File: src/rtl/memory_cycle_pkg.sv
// -----------------------------------------------------------------------------
// memory_cycle_pkg
//   Shared definitions for the memory stage of the 16-bit pipeline:
//   datapath / register-index widths and the memory-stage FSM state encoding.
// -----------------------------------------------------------------------------
package memory_cycle_pkg;

    localparam int DATA_W = 16;   // datapath and address width
    localparam int RD_W   = 4;    // register-index width

    typedef enum logic {
        ST_IDLE   = 1'b0,
        ST_ACCESS = 1'b1
    } state_t;

endpackage : memory_cycle_pkg

File: src/rtl/memory_cycle.sv
// -----------------------------------------------------------------------------
// memory_cycle
//   Memory stage of the 16-bit pipeline, between execute_cycle and writeback.
//   ALU results pass through with one cycle of latency. Loads and stores are
//   issued on a req/ack data-memory bus with variable latency; upstream stages
//   are stalled while an access is outstanding. The writeback result (ALU
//   result, load data, or the store address) and its destination register are
//   registered.
//
//   Optional feature: define MEMCYCLE_TIMEOUT_EN to abort accesses that get no
//   ack within TIMEOUT_CYCLES ACCESS cycles and raise a sticky timeout_err.
//   Without it, ACCESS waits indefinitely and timeout_err is tied low.
//
// Ports
//   clk          in   clock, rising edge
//   rst          in   asynchronous, active-high reset
//   aluout       in   ALU result; memory address for loads/stores
//   bout         in   store data
//   rdout        in   destination register
//   memread      in   instruction is a load
//   memwrite     in   instruction is a store (wins when memread is also high)
//   regwrite     in   instruction writes a register
//   mem_req      out  bus request (registered)
//   mem_we       out  1 = write, 0 = read; valid with mem_req
//   mem_addr     out  latched access address
//   mem_wdata    out  latched store data
//   mem_rdata    in   read data, valid with mem_ack
//   mem_ack      in   access complete, one-cycle pulse
//   stall        out  freeze execute_cycle and earlier stages (combinational)
//   wb_data      out  writeback data
//   wb_rd        out  writeback destination register
//   wb_regwrite  out  writeback enable
//   timeout_err  out  sticky bus-timeout flag
// -----------------------------------------------------------------------------
module memory_cycle
    import memory_cycle_pkg::*;
#(
`ifdef MEMCYCLE_TIMEOUT_EN
    parameter int TIMEOUT_CYCLES = 255
`endif
) (
    input  logic              clk,
    input  logic              rst,
    input  logic [DATA_W-1:0] aluout,
    input  logic [DATA_W-1:0] bout,
    input  logic [RD_W-1:0]   rdout,
    input  logic              memread,
    input  logic              memwrite,
    input  logic              regwrite,
    output logic              mem_req,
    output logic              mem_we,
    output logic [DATA_W-1:0] mem_addr,
    output logic [DATA_W-1:0] mem_wdata,
    input  logic [DATA_W-1:0] mem_rdata,
    input  logic              mem_ack,
    output logic              stall,
    output logic [DATA_W-1:0] wb_data,
    output logic [RD_W-1:0]   wb_rd,
    output logic              wb_regwrite,
    output logic              timeout_err
);

    state_t            state;
    logic              mem_op;       // current input instruction touches memory
    logic              abort;        // timeout fires in this ACCESS cycle
    logic [RD_W-1:0]   op_rd;        // latched destination of the in-flight op
    logic              op_regwrite;  // latched regwrite of the in-flight op
    logic              op_load;      // in-flight op is a load (else store)

    assign mem_op = memread | memwrite;

`ifdef MEMCYCLE_TIMEOUT_EN
    // Abort on the ACCESS cycle that would bring the wait count to
    // TIMEOUT_CYCLES, so exactly TIMEOUT_CYCLES ACCESS cycles elapse.
    localparam logic [7:0] TO_LAST = 8'(TIMEOUT_CYCLES - 1);
    logic [7:0] to_cnt;
    assign abort = (state == ST_ACCESS) && !mem_ack && (to_cnt == TO_LAST);
`else
    assign abort       = 1'b0;
    assign timeout_err = 1'b0;
`endif

    // Stall drops in the ack (or abort) cycle so the next instruction is
    // presented in the following cycle and accesses never overlap.
    assign stall = ((state == ST_IDLE) && mem_op) ||
                   ((state == ST_ACCESS) && !mem_ack && !abort);

    // NOTE: all state below uses non-blocking assignments so every register
    // samples pre-edge values; blocking here would create order-dependent logic.
    always_ff @(posedge clk or posedge rst) begin
        if (rst) begin
            // NOTE: the op-latch registers are reset too; they are few and
            // this keeps post-reset simulation free of X on the bus outputs.
            state       <= ST_IDLE;
            mem_req     <= 1'b0;
            mem_we      <= 1'b0;
            mem_addr    <= '0;
            mem_wdata   <= '0;
            wb_data     <= '0;
            wb_rd       <= '0;
            wb_regwrite <= 1'b0;
            op_rd       <= '0;
            op_regwrite <= 1'b0;
            op_load     <= 1'b0;
`ifdef MEMCYCLE_TIMEOUT_EN
            to_cnt      <= '0;
            timeout_err <= 1'b0;
`endif
        end else begin
            case (state)
                ST_IDLE: begin
                    if (mem_op) begin
                        // Launch the access; writeback gets a bubble.
                        mem_addr    <= aluout;
                        mem_wdata   <= bout;
                        mem_we      <= memwrite;
                        mem_req     <= 1'b1;
                        op_rd       <= rdout;
                        op_regwrite <= regwrite;
                        op_load     <= !memwrite;
                        wb_regwrite <= 1'b0;
                        state       <= ST_ACCESS;
`ifdef MEMCYCLE_TIMEOUT_EN
                        to_cnt      <= '0;
`endif
                    end else begin
                        wb_data     <= aluout;
                        wb_rd       <= rdout;
                        wb_regwrite <= regwrite;
                    end
                end

                ST_ACCESS: begin
                    if (mem_ack) begin
                        mem_req     <= 1'b0;
                        state       <= ST_IDLE;
                        wb_data     <= op_load ? mem_rdata : mem_addr;
                        wb_rd       <= op_rd;
                        wb_regwrite <= op_regwrite;
                    end else if (abort) begin
                        mem_req     <= 1'b0;
                        state       <= ST_IDLE;
                        wb_regwrite <= 1'b0;
`ifdef MEMCYCLE_TIMEOUT_EN
                        timeout_err <= 1'b1;
`endif
                    end else begin
                        wb_regwrite <= 1'b0;
`ifdef MEMCYCLE_TIMEOUT_EN
                        to_cnt      <= to_cnt + 8'd1;
`endif
                    end
                end

                default: state <= ST_IDLE;
            endcase
        end
    end

endmodule : memory_cycle

File: config.mk
export PLATFORM = sky130hd
export DESIGN_NAME = memory_cycle
export DESIGN_NICKNAME = d
export VERILOG_FILES = /design/src/rtl/memory_cycle_pkg.sv /design/src/rtl/memory_cycle.sv
export SDC_FILE = /design/constraint.sdc
export NUM_CORES = 1
export LEC_CHECK = 0
export CORE_ASPECT_RATIO = 0.8
export CORE_MARGIN = 4
export CORE_UTILIZATION = 38
export DETAILED_ROUTE_END_ITERATION = 16
export PLACE_DENSITY_LB_ADDON = 0.1
export SYNTH_ARGS = -nofsm -noshare
export SYNTH_HDL_FRONTEND = slang
export SYNTH_SLANG_ARGS = --single-unit
File: constraint.sdc
create_clock -name clk -period 1.83 [get_ports clk]
set_clock_uncertainty 0.15 [all_clocks]
set_input_delay 0.2745 -clock clk [delete_from_list [all_inputs] [get_ports clk]]
set_output_delay 0.2745 -clock clk [all_outputs]
set_load 0.005 [all_outputs]
# After elaboration in Yosys (flattened, before gate mapping)
# Index checks and enable logic that the tools add are counted.
[word_totals]
out_inout_bits = 57
inputBits = 58
register_bits = 62
wordCells = 40
[classes]
n_reduce_logical = 8
muxes = 16
eq_ne = 3
bitwise_logic = 2
[ops]
columns = ["cell", "count"]
rows = [
  ["$mux 16", 3],
  ["$pmux 16 s2", 1],
  ["$mux 4", 2],
  ["$pmux 4 s2", 1],
  ["$mux 1", 6],
  ["$ne 2x2->1 const B", 3],
  ["$pmux 1 s2", 3],
  ["$reduce_and 2->1", 3],
  ["$logic_and 1x1->1", 2],
  ["$logic_not 1->1", 2],
  ["$logic_or 1x1->1", 1],
  ["$not 1->1", 1],
  ["$or 1x1->1", 1],
]

# Longest topological paths before layout
# Gate-level depths: netlist (run 1).
[depth]
ltp_word = 3
ltp_mapped = 5
mapped_depth_nobuf = 3

# Least setup slack after synthesis (run 1)
# Ideal clock, no wire load.
[synth_timing]
path_type = "flip-flop to output port"
start = "register state"
end = "output stall"
t_arrival_ps = 1134
stages_incl_launch_ff = 5
path_buffers = 1
setup_slack_ps = 272
required_ps = 1405
path_cell_list = "dfrtp_1 > or3_4 > nand2_2 > buf_4 > inv_1"
[synth_via]
elab_chain_len = 3
elab_cells_between_ends = 4
cone_classes = "1 x bitwise; 3 x reduce/logical"
[synth_rtl]
columns = ["element", "line", "source"]
rows = [
  ["from (decl)", "memory_cycle.sv:63", "state_t state;"],
  ["from (signal assigned)", "memory_cycle.sv:94", "state <= ST_IDLE;"],
  ["from (signal assigned)", "memory_cycle.sv:122", "state <= ST_ACCESS;"],
  ["from (signal assigned)", "memory_cycle.sv:136", "state <= ST_IDLE;"],
  ["$not 1->1 (no line)", "--", ""],
  ["$logic_and 1x1->1", "memory_cycle.sv:85", "assign stall = ((state == ST_IDLE) && mem_op) ||"],
  ["$logic_or 1x1->1 (*)", "memory_cycle.sv:85", ""],
  ["to (decl)", "memory_cycle.sv:56", "output logic stall,"],
]
# Every way passes the cells marked *; elsewhere a longest branch is shown, timed or not.

# Worst setup path in the final report (run 1)
# Same ends and word-level chain as after synthesis.

==> impl_metrics.yaml, run 1 <==
layout:
  antenna-diode-count: 0
  final_net_count: 373
  final_core_util_pct: 63.3
  areaGrowthSynthToFinish_pct: 58.3
  drive_above_1_share_pct: 26.3
  nFillCells: 545
  postLayoutCellArea_sq_um: 4140
power:
  p_leak_nw: 1.71
  design_power_total_mw: 4.43
  seq_power_share_pct: 42.8
  part_of_the_total_power_dissipated_in_combinational_logic_pct: 33.0
  swShare_pct: 26.7
  pwr-share-clk_pct: 24.2
  irDropWorstVdd_uv: 561
  p_per_area_nw_per_um2: 1070
  net-switching-power_mw: 1.18
  p_int_mw: 3.25
worst_setup_path:
  slowest_stage: "sky130_fd_sc_hd__or3_4"
  worst-setup-path-type: "register to primary output"
  path_cells: "or3_4 > nand2_4 > inv_2 > buf_2"
  cp-start-kind: "register"
  timing.critical_path.arrival_ns: 1.35
  max_stage_delay_ns: 0.39
  cp.required_ns: 1.41
  endpoint_type_of_the_worst_setup_path: "primary output"
  critical_path_peak_fanout: 2
die:
  core-area_sq_um: 6540
  effective_utilization_at_floorplan_pct: 40.0
  die_h_um: 82.2
  die_area_sq_um: 8280
  std_cell_rows: 26
  die_width_um: 101
  design.portCount: 115
placed_design:
  hpwlAfterDp_mm: 4.71
  detailed_place.area_sq_um: 3960
  gpl.final_weighted_congestion: 0.705
  port_buffers: 113
status:
  status: "completed"
drt:
  viasPerCell: 4.86
  drt_first_iter_violations: 29
  avgRoutedWirePerCell_um: 16.8
  finalWirelength_mm: 6.76
  route.detailed.drc: 0
  vias: 1958
  detail_route.first_pass.iterations: 4
  postRouteAntennaNets: 0
job:
  drv.max_cap_violation_count: 0
logic_synthesis:
  ranking_of_synthesized_cells_by_instance_count: "62 x sky130_fd_sc_hd__dfrtp_1, 38 x sky130_fd_sc_hd__mux2_2, 19 x sky130_fd_sc_hd__mux2i_1, 18 x sky130_fd_sc_hd__nand2_1, 9 x sky130_fd_sc_hd__o221a_2"
  syn-num-nets: 245
  main_area_contributors_after_synthesis: "sky130_fd_sc_hd__dfrtp_1 59%, sky130_fd_sc_hd__mux2_2 16%, sky130_fd_sc_hd__mux2i_1 7.3%"
  synth.yosys.seq_area_share_pct: 59.4
  syn_area_per_cell_sq_um: 14.0
  synth.yosys.warnings: 0
  post_syn_instances: 187
  number_of_enable_flip_flop_cells_after_synthesis: 0
  synthFlopType: "sky130_fd_sc_hd__dfrtp_1"
  netlist.top_cell.by_area: "sky130_fd_sc_hd__dfrtp_1"
  ys_async_sr_fraction_pct: 100
  synth_top_area_share_pct: 59.4
  postSynthRegisterBits: 62
  synth.most_common_cell: "sky130_fd_sc_hd__dfrtp_1"
  netlist-cell-type-count: 22
  synth_area_sq_um: 2610
sta:
  final_max_slew_viol_count: 0
  period_minus_slack_ns: 1.77
  max_freq_ghz: 0.565
  finalSetupViolCount: 0
  hold_viol_final: 0
  fin_crit_sh_pct: 96.7
  unrepaired_setup_endpoints_after_global_routing: "no"
clock_network:
  cts_inserted_buffers: 9
  tritoncts_clock_tree: "yes"
  clock_tree.buffer_depth: 2
  tritoncts_num_sinks: 62
  cts.clk_slew.worst_paths_ns: 0.07
  clk_latency_ns: 0.34
  cts.htree.levels: 3
  ctsRootBufferMaster: "sky130_fd_sc_hd__clkbuf_8"
grt:
  grt_overflow: 0
  first_global_vias: 2129
  antenna_violations_before_repair: 0
  grt_first_pass_wirelength_mm: 10.8
  grt_usage_pct: 17.3
  pin_count_of_the_biggest_net_entering_global_routing: 63
worst_hold_path:
  worstHoldPathType: "primary input to asynchronous set/reset pin"
==> critical path: cells and delay by family, from the launching register on <==
family	cells	cell delay, ns
buffers and inverters	2	0.15
DFF	1	0.38
and+or+nand+nor	2	0.47
==> layer usage <==
metal | global-route usage (%) | vias to the layer above | part of all wire [%]
met5 | 0 | - | 0
met4 | 5.52 | 0 | 1.1
met3 | 7.89 | 7 | 8.9
met2 | 26.6 | 69 | 46
met1 | 22.0 | 949 | 44
li1 | - | 933 | -
==> power groups by stage <==
stage,Clock (mW),Combinational [mW],Sequential (mW)
after global placement,0,1.46,1.90
after detailed placement,0,1.48,1.91
final,1.07,1.46,1.89
after floorplan,0,0.549,1.91
after global routing,1.18,1.58,1.94
after CTS,1.11,1.49,1.90
==> layout by cell type (no fill, tap or decap) <==
cell	n
sky130_fd_sc_hd__clkbuf_8	11
sky130_fd_sc_hd__nand2_1	17
sky130_fd_sc_hd__or3_4	1
sky130_fd_sc_hd__buf_2	1
sky130_fd_sc_hd__clkinvlp_4	3
sky130_fd_sc_hd__o221a_1	7
sky130_fd_sc_hd__inv_1	1
sky130_fd_sc_hd__o21ai_0	1
sky130_fd_sc_hd__nand2_4	2
sky130_fd_sc_hd__clkbuf_1	1
sky130_fd_sc_hd__clkdlybuf4s50_1	110
sky130_fd_sc_hd__buf_12	4
sky130_fd_sc_hd__o221a_2	9
sky130_fd_sc_hd__conb_1	1
sky130_fd_sc_hd__a21oi_1	1
sky130_fd_sc_hd__buf_4	12
sky130_fd_sc_hd__o22ai_1	3
sky130_fd_sc_hd__a22o_1	1
sky130_fd_sc_hd__nor3_1	4
sky130_fd_sc_hd__dlygate4sd2_1	2
sky130_fd_sc_hd__mux2i_1	19
sky130_fd_sc_hd__dfrtp_1	62
sky130_fd_sc_hd__inv_2	1
sky130_fd_sc_hd__o21bai_4	1
sky130_fd_sc_hd__and2_1	1
sky130_fd_sc_hd__clkinv_2	1
sky130_fd_sc_hd__mux2_2	38
sky130_fd_sc_hd__nor2_1	4
==> stage by stage <==
stage | TNS (ns) | setup WS [ns] | hold WS [ns] | std cells
CTS | 0 | 0.00436 | 0.223 | 404
detailed placement | -4.91 | -0.292 | 0.333 | 388
floorplan | 0 | 0.272 | 0.236 | 187
global placement | -3.57 | -0.289 | 0.326 | 388
global route | 0 | 0.00480 | 0.236 | 403
finish | 0 | 0.0597 | 0.216 | 403
==> sequential cells by signal, indices dropped and copies added, names as in the netlist <==
signal,count
mem_addr,16
mem_wdata,16
wb_data,16
op_rd,4
wb_rd,4
mem_req,1
mem_we,1
op_load,1
op_regwrite,1
state,1
wb_regwrite,1
==> path summary, 6_finish.rpt <==
path,endpoint,depth (start not counted),slack (ns),start
max in group asynchronous,op_rd[2]$_DFFE_PP0P_,3,1.06,rst
hold / removal,mem_wdata[1]$_DFFE_PP0P_,3,0.22,rst
hold reg to reg,wb_regwrite$_DFF_PP0_,1,0.35,op_regwrite$_DFFE_PP0P_
setup / recovery,stall,4,0.06,state$_DFF_PP0_
min in group clk,op_load$_DFFE_PP0P_,3,0.30,memwrite
setup reg to reg,wb_data[7]$_DFFE_PP0P_,3,0.28,state$_DFF_PP0_
==> layout make-up <==
class                           count  area, sq um  share of cell area (%)
Sequential cell                    62         1550                    37.5
Timing Repair Buffer              129         1290                    31.3
Multi-Input combinational cell    110          997                    24.1
Clock buffer                       12          155                    3.75
Tap cell                           84          105                    2.54
Clock inverter                      3         20.0                   0.484
Inverter                            3         15.0                   0.363
==> kinds of logic (layout without fill, tap and decap cells) <==
group | after synthesis | count (layout) | share of synthesized area [%]
compound gates | 23 | 23 | 8.62
simple gates | 29 | 29 | 4.83
flops | 62 | 62 | 59.4
mux | 57 | 57 | 23.6
buf+inv | 15 | 147 | 3.40
other cells | 1 | 1 | 0.143
==> what timing repair did <==
| item | CTS | global route |
|---|---|---|
| setup endpoints to repair | 1 | 1 |
| resized for setup | 7 | 3 |
| hold endpoints to repair | 0 | 0 |
| pin swaps | 2 | 2 |
| hold buffers | 0 | 0 |
| buffers inserted | 1 | 0 |
Power figures use the tool's default switching activity.
==> inputs of run 2 (changes only) <==
--- a/config.mk
+++ b/config.mk
@@ -5,9 +5,11 @@
 export SDC_FILE = /design/constraint.sdc
 export NUM_CORES = 1
 export LEC_CHECK = 0
+export CELL_PAD_IN_SITES_DETAIL_PLACEMENT = 1
+export CELL_PAD_IN_SITES_GLOBAL_PLACEMENT = 2
 export CORE_ASPECT_RATIO = 0.8
 export CORE_MARGIN = 4
-export CORE_UTILIZATION = 38
+export CORE_UTILIZATION = 24
 export DETAILED_ROUTE_END_ITERATION = 16
 export PLACE_DENSITY_LB_ADDON = 0.1
 export SYNTH_ARGS = -nofsm -noshare
==> run 2 against run 1 <==
- global-route usage is 4.0 points lower
- register-to-register slack got worse by 0.03 ns
- sequential power about the same
- count of clock-buffer cells in the layout is 1 higher
- critical path type unchanged
- total power is 21% higher
- clock power is 87% higher
- via count is 3.0% higher
- worst hold slack got worse by 0.078 ns
- critical path depth unchanged
- cell area rose by 5.8%
- utilization fell by 21 points
==> impl_metrics.yaml, run 2 (synthesized netlist as in run 1, its figures left out) <==
worst_setup_path:
  timing.critical_path.max_delay_family: "simple AND/OR/NAND/NOR gates"
  reg2reg_setup_slack_ns: 0.25
  endpoint_type_of_the_worst_setup_path: "primary output"
  worst-path-buf-inv: 2
  timing.critical_path.from: "state$_DFF_PP0_"
  slowest_stage: "sky130_fd_sc_hd__or3_4"
  r2r_end: "wb_data[12]$_DFFE_PP0P_"
  regToRegStartpoint: "state$_DFF_PP0_"
  cp-start-kind: "register"
  max_stage_delay_ns: 0.41
  worst-path-stages: 4
  timing.critical_path.arrival_ns: 1.33
  reg2reg_depth: 3
  cp.required_ns: 1.41
  worst-setup-path-type: "register to primary output"
  path_cells: "or3_4 > nand2_4 > inv_2 > buf_6"
  crit_path_end: "stall"
  critical_path_peak_fanout: 2
placed_design:
  port_buffers: 113
  gpl.final_weighted_congestion: 0.703
  placedCellCount: 445
  hpwlAfterDp_mm: 6.02
  detailed_place.area_sq_um: 4020
grt:
  pin_count_of_the_biggest_net_entering_global_routing: 30
  first_global_vias: 2308
  grt_usage_pct: 13.4
  grt_overflow: 0
  antenna_violations_before_repair: 0
  grt_first_pass_wirelength_mm: 13.0
layout:
  final-instance-count-excl-fill: 461
  final_net_count: 374
  antenna-diode-count: 0
  areaGrowthSynthToFinish_pct: 67.5
  drive_above_1_share_pct: 26.2
  commonest_cells_after_routing_fill_and_taps_aside: "112 x sky130_fd_sc_hd__clkdlybuf4s50_1, 62 x sky130_fd_sc_hd__dfrtp_1, 38 x sky130_fd_sc_hd__mux2_2"
  mostFrequentLayoutCell: "sky130_fd_sc_hd__clkdlybuf4s50_1"
  postLayoutCellArea_sq_um: 4380
  top_regs: "mem_addr: 16 flops, mem_wdata: 16 flops, wb_data: 16 flops"
job:
  drv.max_cap_violation_count: 0
power:
  p_leak_nw: 1.80
  p_per_area_nw_per_um2: 1230
  design_power_total_mw: 5.37
  irDropWorstVdd_uv: 432
die:
  design.portCount: 115
  std_cell_rows: 33
  die_h_um: 101
  effective_utilization_at_floorplan_pct: 25.0
  die_width_um: 125
  core-area_sq_um: 10400
  die_area_sq_um: 12600
clock_network:
  tritoncts_clock_tree: "yes"
  ctsRootBufferMaster: "sky130_fd_sc_hd__clkbuf_16"
  hold_buffers: 0
  cts_inserted_buffers: 9
  clk_latency_ns: 0.32
  clock_tree.buffer_depth: 2
  cts.clk_slew.worst_paths_ns: 0.05
  tritoncts_num_sinks: 62
  cts.htree.levels: 3
sta:
  finalSetupViolCount: 0
  hold_viol_final: 0
  slew_at_the_pin_closest_to_its_max_slew_limit_ns: 0.578
  max_freq_ghz: 0.570
  timing.max_slew.rel_slack_pct: 61.2
  fin_crit_sh_pct: 95.9
  hold_ws_ns: 0.138
  period_minus_slack_ns: 1.75
  unrepaired_setup_endpoints_after_global_routing: "no"
  final_max_slew_viol_count: 0
drt:
  viasPerCell: 4.38
  vias: 2017
  drt_first_iter_violations: 63
  finalWirelength_mm: 8.14
  detail_route.first_pass.iterations: 4
  avgRoutedWirePerCell_um: 17.7
  route.detailed.drc: 0
  postRouteAntennaNets: 0
worst_hold_path:
  worstHoldPathType: "primary input to asynchronous set/reset pin"
status:
  status: "completed"
run 2: worst min-delay path by stage:
stage	startpoint	end	slack, ns	cells past startpoint
4_1_cts	rst	mem_wdata[9]$_DFFE_PP0P_	0.14	2
3_5_place_dp	op_regwrite$_DFFE_PP0P_	wb_regwrite$_DFF_PP0_	0.34	1
6_report	rst	mem_wdata[5]$_DFFE_PP0P_	0.14	2
2_1_floorplan	rst	mem_addr[0]$_DFFE_PP0P_	0.24	1
5_1_grt	rst	mem_wdata[5]$_DFFE_PP0P_	0.16	2
3_3_place_gp	mem_wdata[15]$_DFFE_PP0P_	mem_wdata[15]$_DFFE_PP0P_	0.34	1
run 2: power by group:
group | total, mW | switching [mW] | internal [mW] | leakage (nW)
clock | 2.00 | 0.594 | 1.41 | 0.170
combinational | 1.48 | 0.493 | 0.991 | 0.912
sequential | 1.89 | 0.189 | 1.70 | 0.715
run 2: layer usage:
layer  vias to the layer above  part of all wire, %  track usage (%)
li1                        940                    -                -
met4                         0                 0.83             4.04
met2                        67                   46             20.8
met1                      1003                   46             17.4
met3                         7                  6.3             5.17
met5                         -                    0                0
run 2: cell type report:
cell class / count / area [sq um]
multi-input cells: 110 / 990
inverters: 3 / 15.0
clock buffers: 13 / 260
clock inverters: 3 / 90.1
well taps: 140 / 175
repair buffers: 130 / 1300
flip-flops and latches: 62 / 1550
fillers: 1094 / 6070
run 2: timing repair:
item,CTS,global route
pin swaps,0,2
setup buffers,0,0
setup endpoints to repair,1,1
resized for setup,4,3
run 2: metrics by stage:
step | TNS [ns] | util [%] | setup WS, ns
final | 0 | 41.9 | 0.0755
after global routing | 0 | 41.9 | 0.00853
after CTS | 0 | 41.8 | 0.0219
after detailed placement | -4.02 | 38.5 | -0.295
after global placement | -4.07 | 38.5 | -0.303
after floorplan | 0 | - | 0.272
==> inputs of run 3 (changes only) <==
--- a/config.mk
+++ b/config.mk
@@ -10,6 +10,7 @@
 export CORE_ASPECT_RATIO = 0.8
 export CORE_MARGIN = 4
 export CORE_UTILIZATION = 24
+export CTS_CLUSTER_SIZE = 12
 export DETAILED_ROUTE_END_ITERATION = 16
 export PLACE_DENSITY_LB_ADDON = 0.1
 export SYNTH_ARGS = -nofsm -noshare
==> results of run 3 <==
Final layout, timing and power as in run 2 (identical DEF).
